[config.mk]
export PLATFORM = sky130hd
export DESIGN_NAME = mipi_packet_deframer
export DESIGN_NICKNAME = d
export VERILOG_FILES = /design/src/rtl/mipi_packet_deframer.sv
export SDC_FILE = /design/constraint.sdc
export NUM_CORES = 1
export LEC_CHECK = 0
export ABC_AREA = 1
export ABC_CLOCK_PERIOD_IN_PS = 5200
export CAP_MARGIN = 30
export CORE_ASPECT_RATIO = 1.75
export CORE_MARGIN = 5
export CORE_UTILIZATION = 50
export CTS_CLUSTER_DIAMETER = 80
export DETAILED_ROUTE_END_ITERATION = 16
export PLACE_DENSITY_LB_ADDON = 0.25
export SLEW_MARGIN = 0
export SYNTH_ARGS = -nofsm -noshare
export SYNTH_HDL_FRONTEND = slang
export SYNTH_SLANG_ARGS = --single-unit
[constraint.sdc]
create_clock -name rx_pixel_clk -period 5.2 [get_ports rx_pixel_clk]
set_clock_uncertainty 0.2 [all_clocks]
set_input_delay 0.78 -clock rx_pixel_clk [delete_from_list [all_inputs] [get_ports rx_pixel_clk]]
set_output_delay 0.78 -clock rx_pixel_clk [all_outputs]
set_load 0.005 [all_outputs]
[src/rtl/mipi_packet_deframer.sv]
// mipi_packet_deframer
// Frames SOF/ID, header and payload beats arriving from the MIPI RX IP on
// rx_pixel_clk. Each good payload is delivered right-aligned and half-swapped,
// with a one-cycle data_valid strobe. Length and stall-timeout errors are
// flagged with one-cycle strobes.
// Optional trailing checksum beat: define DEFRAMER_CSUM_EN.
module mipi_packet_deframer #(
    parameter int          MAX_BYTES = 48,
    parameter logic [23:0] SOF       = 24'hEAFF99,
    parameter int          TIMEOUT   = 1024
) (
    input  logic                   rx_pixel_clk,
    input  logic                   rst_n,
    input  logic [47:0]            packet,
    input  logic                   my_mipi_rx_VALID,
    output logic [MAX_BYTES*8-1:0] data,
    output logic [31:0]            data_len,
    output logic [7:0]             dtype,
    output logic [23:0]            pkt_id,
    output logic [7:0]             phl_id,
    output logic                   data_valid,
    output logic                   err_len,
    output logic                   err_csum,
    output logic                   err_timeout,
    output logic                   busy
);

    localparam int MAX_BEATS = MAX_BYTES / 6;
    localparam int DW        = MAX_BYTES * 8;
    localparam int CW        = $clog2(MAX_BEATS + 1);
    localparam int TW        = $clog2(TIMEOUT);    // timer only ever holds 0..TIMEOUT-1

`ifdef DEFRAMER_CSUM_EN
    typedef enum logic [1:0] {IDLE, HDR, PAY, CSUM} state_t;
`else
    typedef enum logic [1:0] {IDLE, HDR, PAY} state_t;
`endif

    state_t        state;
    logic [23:0]   id_q;
    logic [7:0]    dtype_q;
    logic [31:0]   dlen_q;
    logic [7:0]    phl_q;
    logic [CW-1:0] n_q;
    logic [CW-1:0] cnt_q;
    logic [DW-1:0] shreg;
    logic [TW-1:0] timer;
`ifdef DEFRAMER_CSUM_EN
    logic [47:0]   csum_q;
`endif

    logic [31:0]   hdr_dlen;
    logic          len_bad;
    logic [CW-1:0] n_calc;
    logic [CW-1:0] cnt_next;
    logic          last_beat;
    logic [DW-1:0] shreg_next;

    // Header decode, beat target and the next shift-register value.
    always_comb begin
        hdr_dlen   = packet[39:8];
        len_bad    = (hdr_dlen == 32'd0) || (hdr_dlen > 32'(MAX_BYTES));
        n_calc     = CW'((hdr_dlen + 32'd5) / 32'd6);
        cnt_next   = cnt_q + CW'(1);
        last_beat  = (cnt_next == n_q);
        shreg_next = (shreg << 48) | DW'({packet[23:0], packet[47:24]});
    end

    assign busy = (state != IDLE);

`ifndef DEFRAMER_CSUM_EN
    assign err_csum = 1'b0;
`endif

    // Framing FSM with stall timer; all outputs registered.
    always_ff @(posedge rx_pixel_clk or negedge rst_n) begin
        if (!rst_n) begin
            state       <= IDLE;
            id_q        <= '0;
            dtype_q     <= '0;
            dlen_q      <= '0;
            phl_q       <= '0;
            n_q         <= '0;
            cnt_q       <= '0;
            shreg       <= '0;
            timer       <= '0;
            data        <= '0;
            data_len    <= '0;
            dtype       <= '0;
            pkt_id      <= '0;
            phl_id      <= '0;
            data_valid  <= 1'b0;
            err_len     <= 1'b0;
            err_timeout <= 1'b0;
`ifdef DEFRAMER_CSUM_EN
            csum_q      <= '0;
            err_csum    <= 1'b0;
`endif
        end else begin
            data_valid  <= 1'b0;
            err_len     <= 1'b0;
            err_timeout <= 1'b0;
`ifdef DEFRAMER_CSUM_EN
            err_csum    <= 1'b0;
`endif
            if (state == IDLE) begin
                timer <= '0;
                if (my_mipi_rx_VALID && (packet[47:24] == SOF)) begin
                    id_q  <= packet[23:0];
                    state <= HDR;
                end
            end else if (my_mipi_rx_VALID) begin
                timer <= '0;
                case (state)
                    HDR: begin
                        dtype_q <= packet[47:40];
                        dlen_q  <= hdr_dlen;
                        phl_q   <= packet[7:0];
                        if (len_bad) begin
                            err_len <= 1'b1;
                            state   <= IDLE;
                        end else begin
                            n_q    <= n_calc;
                            cnt_q  <= '0;
                            shreg  <= '0;
`ifdef DEFRAMER_CSUM_EN
                            csum_q <= '0;
`endif
                            state  <= PAY;
                        end
                    end
                    PAY: begin
                        shreg <= shreg_next;
                        cnt_q <= cnt_next;
`ifdef DEFRAMER_CSUM_EN
                        csum_q <= csum_q ^ packet;
                        if (last_beat) state <= CSUM;
`else
                        if (last_beat) begin
                            data       <= shreg_next;
                            data_len   <= dlen_q;
                            dtype      <= dtype_q;
                            pkt_id     <= id_q;
                            phl_id     <= phl_q;
                            data_valid <= 1'b1;
                            state      <= IDLE;
                        end
`endif
                    end
`ifdef DEFRAMER_CSUM_EN
                    CSUM: begin
                        if (packet == csum_q) begin
                            data       <= shreg;
                            data_len   <= dlen_q;
                            dtype      <= dtype_q;
                            pkt_id     <= id_q;
                            phl_id     <= phl_q;
                            data_valid <= 1'b1;
                        end else begin
                            err_csum   <= 1'b1;
                        end
                        state <= IDLE;
                    end
`endif
                    default: state <= IDLE;
                endcase
            end else if (timer == TW'(TIMEOUT - 1)) begin
                err_timeout <= 1'b1;
                timer       <= '0;
                state       <= IDLE;
            end else begin
                timer <= timer + TW'(1);
            end
        end
    end

endmodule

==> Word-level counts from Yosys, hierarchy flattened <==
Index checks and enable logic that the tools add are counted.
{ "word_totals": {"register_bits": 887, "word_cells": 71} }
{ "classes": {"addsub": 3, "div": 1, "n_lt_le_gt_ge": 1, "n_eq_ne": 8, "mux": 25, "bitwise_logic": 3, "n_reduce_logical": 13} }
{ "ops": {"columns": ["operator", "count"], "rows": [
  ["one-hot mux 336 bit (2 select lines)", 1],
  ["bitwise OR 384 x 48 -> 384 bit", 1],
  ["2-to-1 mux 336 bit", 1],
  ["adder 32 x 3 -> 32 bit, second input constant", 1],
  ["divider 32 x 3 -> 32 bit, second input constant", 1],
  ["> comparator 32 x 6 -> 1 bit, second input constant", 1],
  ["zero test 32 bit", 1],
  ["2-to-1 mux 10 bit", 3],
  ["equality test 24 bit, second input constant", 1],
  ["2-to-1 mux 2 bit", 6],
  ["AND reduction 4 bit", 3],
  ["2-to-1 mux 1 bit", 11],
  ["adder 10 x 1 -> 10 bit, second input constant", 1],
  ["equality test 10 bit, second input constant", 1],
  ["one-hot mux 4 bit (2 select lines)", 1],
  ["AND reduction 3 bit", 2],
  ["adder 4 x 1 -> 4 bit, second input constant", 1],
  ["equality test 4 bit", 1],
  ["2-to-1 mux 4 bit", 1],
  ["!= test 4 bit, second input constant", 1],
  ["one-hot mux 2 bit (2 select lines)", 1],
  ["nonzero test 2 bit", 2],
  ["nonzero test 3 bit", 1],
  ["equality test 2 x 1 -> 1 bit, second input constant", 1],
  ["8 further kinds", 9]
]} }

==> Longest topological paths before layout <==
{ "depth": {"word_depth": 6, "depth_mapped": 91, "ltp_nobuf": 90} }

==> Least setup slack after synthesis <==
No wires, ideal clock.
{ "synth_path": {"path_kind": "input-to-reg", "start": "input packet[8]", "end": "register n_q[0]", "t_arrival_ns": 7.289, "t_required_ns": 4.927, "path_slack_ns": -2.362, "path_stages": 84, "n_path_buf": 0, "cell_sequence": "ha_1 -> nor2_1 -> nor2_2 -> nand2_4 -> nor2_4 -> nand2_1 -> nand2_1 -> nand2_2 -> nand3_1 -> nand2_1 -> nand2_1 -> nand2_1 -> nand2_1 -> nand3_1 -> nand2_2 -> nand2_2 -> nand2_1 -> nand2_1 -> (+48 left out) -> o21ai_1 -> nand2_1 -> inv_2 -> o21bai_4 -> nand3_2 -> nand2_1 -> nand2_1 -> nand3_2 -> nand2_1 -> nand2_2 -> nand3_2 -> nand2_1 -> nand2_1 -> nand2_2 -> nand3_1 -> nand2_1 -> nand2_1 -> a21oi_2"} }
{ "synth_between": {"elab_chain_cells": 4, "elab_cells_between_ends": 7, "cone_classes": "1 x add/sub; 1 x div; 1 x order compare; 1 x bitwise; 3 x reduce/logical"} }
{ "synth_lines": {"columns": ["element", "line_no", "rtl"], "rows": [
  ["start: declaration", "14", "input logic [47:0] packet,"],
  ["parallel branches: the longest is 4 deep, another holds adder 32 x 3 -> 32 bit", null, null],
  ["end signal: assignment", "123", "n_q <= n_calc;"],
  ["end: declaration", "44", "logic [CW-1:0] n_q;"]
]} }
Several ways; the timed one is not identified.
A chain may end at the register's enable or synchronous reset.

==> Worst setup path after layout <==
{ "layout_path": {"start": "input packet[9]", "end": "register n_q[0]"} }
The elaborated chain is that of the path after synthesis.

==> flow_metrics.py <==
metrics = {
    "run_status": {
        "status": "finished with violations",
        "failed_checks": "negative setup slack",
    },
    "placement": {
        "place_ws_ns": -3.83,
        "dp_hpwl_um": 66300,
        "placed_cells": 4845,
        "io_buffers": 510,
        "place.gp.congestion": 0.893,
    },
    "power": {
        "netSwitchingFraction_pct": 22.8,
        "seqPwrFrac_pct": 50.1,
        "p_total_w": 0.0138,
        "clockPowerShare_pct": 43.5,
        "p_per_area_mw_per_mm2": 310,
        "combPwrFrac_pct": 6.3,
        "leakagePower_nw": 22.1,
        "netSwitchingPower_w": 0.00313,
        "p_int_w": 0.0106,
        "irDropWorstVdd_v": 0.000245,
    },
    "logic_synthesis": {
        "synth_seq_cells": 887,
        "synth-edff-count": 0,
        "syn_avg_cell_area_um2": 9.81,
        "yosysSeqAreaShare_pct": 65.4,
        "synth_largest_area_cell": "dfrtp_1",
        "syn_area_mm2": 0.0339,
        "syn_inst": 3457,
        "synth_cell_types": 38,
        "syn_nets": 3513,
        "synth_top_area_share_pct": 65.4,
        "yosysWarnings": 0,
        "ys.flop_type": "dfrtp_1",
        "async_reset_ff_share_pct": 100,
        "synth.top_cells.by_area": "dfrtp_1 (65%), nand2_1 (9.5%), o21ai_0 (6.8%)",
    },
    "timing": {
        "report.final.setup_viol": 4,
        "drv_slew": 0,
        "relSlewSlack_pct": 17.4,
        "max_freq_mhz": 118,
        "hold_violations": 0,
        "worst-slew-pin-transition_ns": 1.24,
        "setup_slack_ns": -3.30,
        "rsz0062_at_grt": "true",
        "period_share_pct": 163,
        "finalSetupTns_ns": -12.83,
        "fin_crit_ns": 8.50,
    },
    "setup_path": {
        "critPathMaxStageDelay_ns": 0.22,
        "arrival_ns": 8.81,
        "path_max_fanout": 4,
        "r2r_slack_ns": 2.16,
        "criticalPathCategory": "in -> reg",
        "critPathLaunchType": "input pin",
        "cp_slowest_cell": "o21a_1",
        "crit_required_ns": 5.51,
        "crit_top_cell": "nand2_2",
        "end_kind": "flip-flop",
    },
    "clocking": {
        "clk_pin_slew_ns": 0.07,
        "cts_max_path_buffers": 3,
        "clk_latency_ns": 0.63,
        "root_buffer": "clkbuf_16",
        "cts_tree": "done",
        "numCtsBuffers": 78,
        "clock-sinks": 887,
        "h-tree-depth": 3,
    },
    "detailed_routing": {
        "wl_um": 98300,
        "drc": 0,
        "drt-vias-per-instance": 5.31,
        "drt_iter0_drc": 1906,
        "via_count": 26600,
        "ant_nets": 0,
        "drt_pre_antenna_iters": 5,
        "routedWlPerCell_um": 19.6,
    },
    "global_routing": {
        "grt_max_degree": 202,
        "grt_overflow": 0,
        "grt_pass1_wl_um": 152000,
        "antenna_found_initial": 0,
        "grt_use_total_pct": 26.5,
        "grt_pass1_vias": 26100,
    },
    "floorplan": {
        "die_y_um": 355,
        "core_area_mm2": 0.0673,
        "rows": 126,
        "io_pins": 512,
        "dieArea_mm2": 0.0734,
        "die_w_um": 207,
        "start_util_pct": 50.4,
    },
    "cells_and_area": {
        "layout-drive-gt1-share_pct": 13.0,
        "area_delta_synth_final_pct": 31.0,
        "stdcell_count": 5006,
        "antenna_cells": 0,
        "nets": 4105,
    },
    "hold_path": {
        "holdCritPathClass": "reg -> reg",
    },
    "flow_run": {
        "drv_cap": 0,
    },
}
-- cells in the final DEF, fill, tap and decap left out, types with 4 or more instances in the layout --
| cell | instances |
|---|---|
| a21oi_1 | 5 |
| buf_12 | 28 |
| buf_2 | 20 |
| buf_4 | 158 |
| buf_6 | 9 |
| bufinv_16 | 5 |
| clkbuf_1 | 12 |
| clkbuf_16 | 81 |
| clkbuf_8 | 22 |
| clkdlybuf4s15_2 | 4 |
| clkdlybuf4s50_1 | 478 |
| clkinv_2 | 17 |
| dfrtp_1 | 887 |
| ha_1 | 4 |
| inv_1 | 442 |
| inv_2 | 8 |
| nand2_1 | 790 |
| nand2_2 | 66 |
| nand2_4 | 17 |
| nand3_1 | 36 |
| nand3_2 | 32 |
| nand3_4 | 10 |
| nand4_1 | 18 |
| nor2_1 | 33 |
| nor2_2 | 13 |
| nor2_4 | 12 |
| nor3_1 | 13 |
| nor4_1 | 5 |
| o21ai_0 | 464 |
| o21ai_1 | 13 |
| o21ai_2 | 11 |
| o22ai_1 | 336 |
| xor2_1 | 25 |
-- final timing paths --
path,start,to,cells past startpoint
max,packet[9],n_q[0],69
max in group asynchronous,rst_n,data[373],3
min reg2reg,data_len[27],data_len[27],2
min,data_len[27],data_len[27],2
min in group asynchronous,rst_n,id_q[6],2
max reg2reg,cnt_q[0],data[374],11
-- through the flow --
step           util (%)  hold WS [ns]  area [um2]
2_1_floorplan         -         0.233       33900
3_3_place_gp       61.1         0.254       41100
3_5_place_dp       61.1         0.258       41100
4_1_cts            65.5         0.275       44100
5_1_grt            66.0         0.286       44500
6_report           66.0         0.268       44500
-- per-layer routing --
| layer | GRT usage [%] | share of wire [%] |
|---|---|---|
| met4 | 11.2 | 4.9 |
| met3 | 5.75 | 7.1 |
| met5 | 0 | 0 |
| met1 | 34.9 | 40 |
| met2 | 42.7 | 48 |
-- timing repair --
action                                 in CTS  in global routing
resized for setup                         189                 89
endpoints found under the hold margin       4                  0
setup endpoints to repair                   4                  4
pin swaps                                  47                 79
buffers inserted                           15                  4
hold buffers                                1                  0
-- critical path: cells and delay by family --
family / cells / cell delay (ns)
AND/OR/NAND/NOR: 38 / 3.77
buffers and inverters: 4 / 0.29
AO/OA/AOI/OAI: 26 / 3.81
adder cells (fa/ha/maj): 1 / 0.13
-- final cells by class --
cell class	count	area (um2)
inverters	451	1700
repair buffers	705	6880
multi-input cells	1926	9890
flip-flops and latches	887	22200
fillers	5251	22900
clock inverters	26	282
clock buffers	115	2370
well taps	896	1120
-- sequential cells by signal, indices dropped and copies added (netlist names), 10 cells and up --
name / cells
pkt_id: 24
dlen_q: 32
timer: 10
shreg: 336
data: 384
id_q: 24
data_len: 32
-- power by group through the flow --
stage | Clock [W] | Combinational (W) | Sequential [W]
3_3_place_gp | 0 | 0.000650 | 0.00703
5_1_grt | 0.00640 | 0.000955 | 0.00689
6_report | 0.00599 | 0.000873 | 0.00690
4_1_cts | 0.00611 | 0.000727 | 0.00690
3_5_place_dp | 0 | 0.000666 | 0.00703
2_1_floorplan | 0 | 0.000301 | 0.00703
-- cells in the mapped netlist (10+ instances only) --
cell,instances
inv_1,446
o22ai_1,336
nand2_1,859
nand4_1,18
dfrtp_1,887
nor2_2,10
nand3_1,61
nand2_2,12
xor2_1,25
nor2_1,45
o21ai_0,464
o21ai_1,22
nor3_1,14
clkbuf_1,183
nand3_2,17
-- kinds of logic after synthesis --
logic type	synth area share (%)
adders and majority gates	0.184
and+or+nand+nor	12.7
other	0.0111
AOI/OAI and AO/OA	13.8
xor gates and xnor gates	0.697
buffers and inverters	7.15
DFF	65.4
Power figures use the tool's default switching activity.
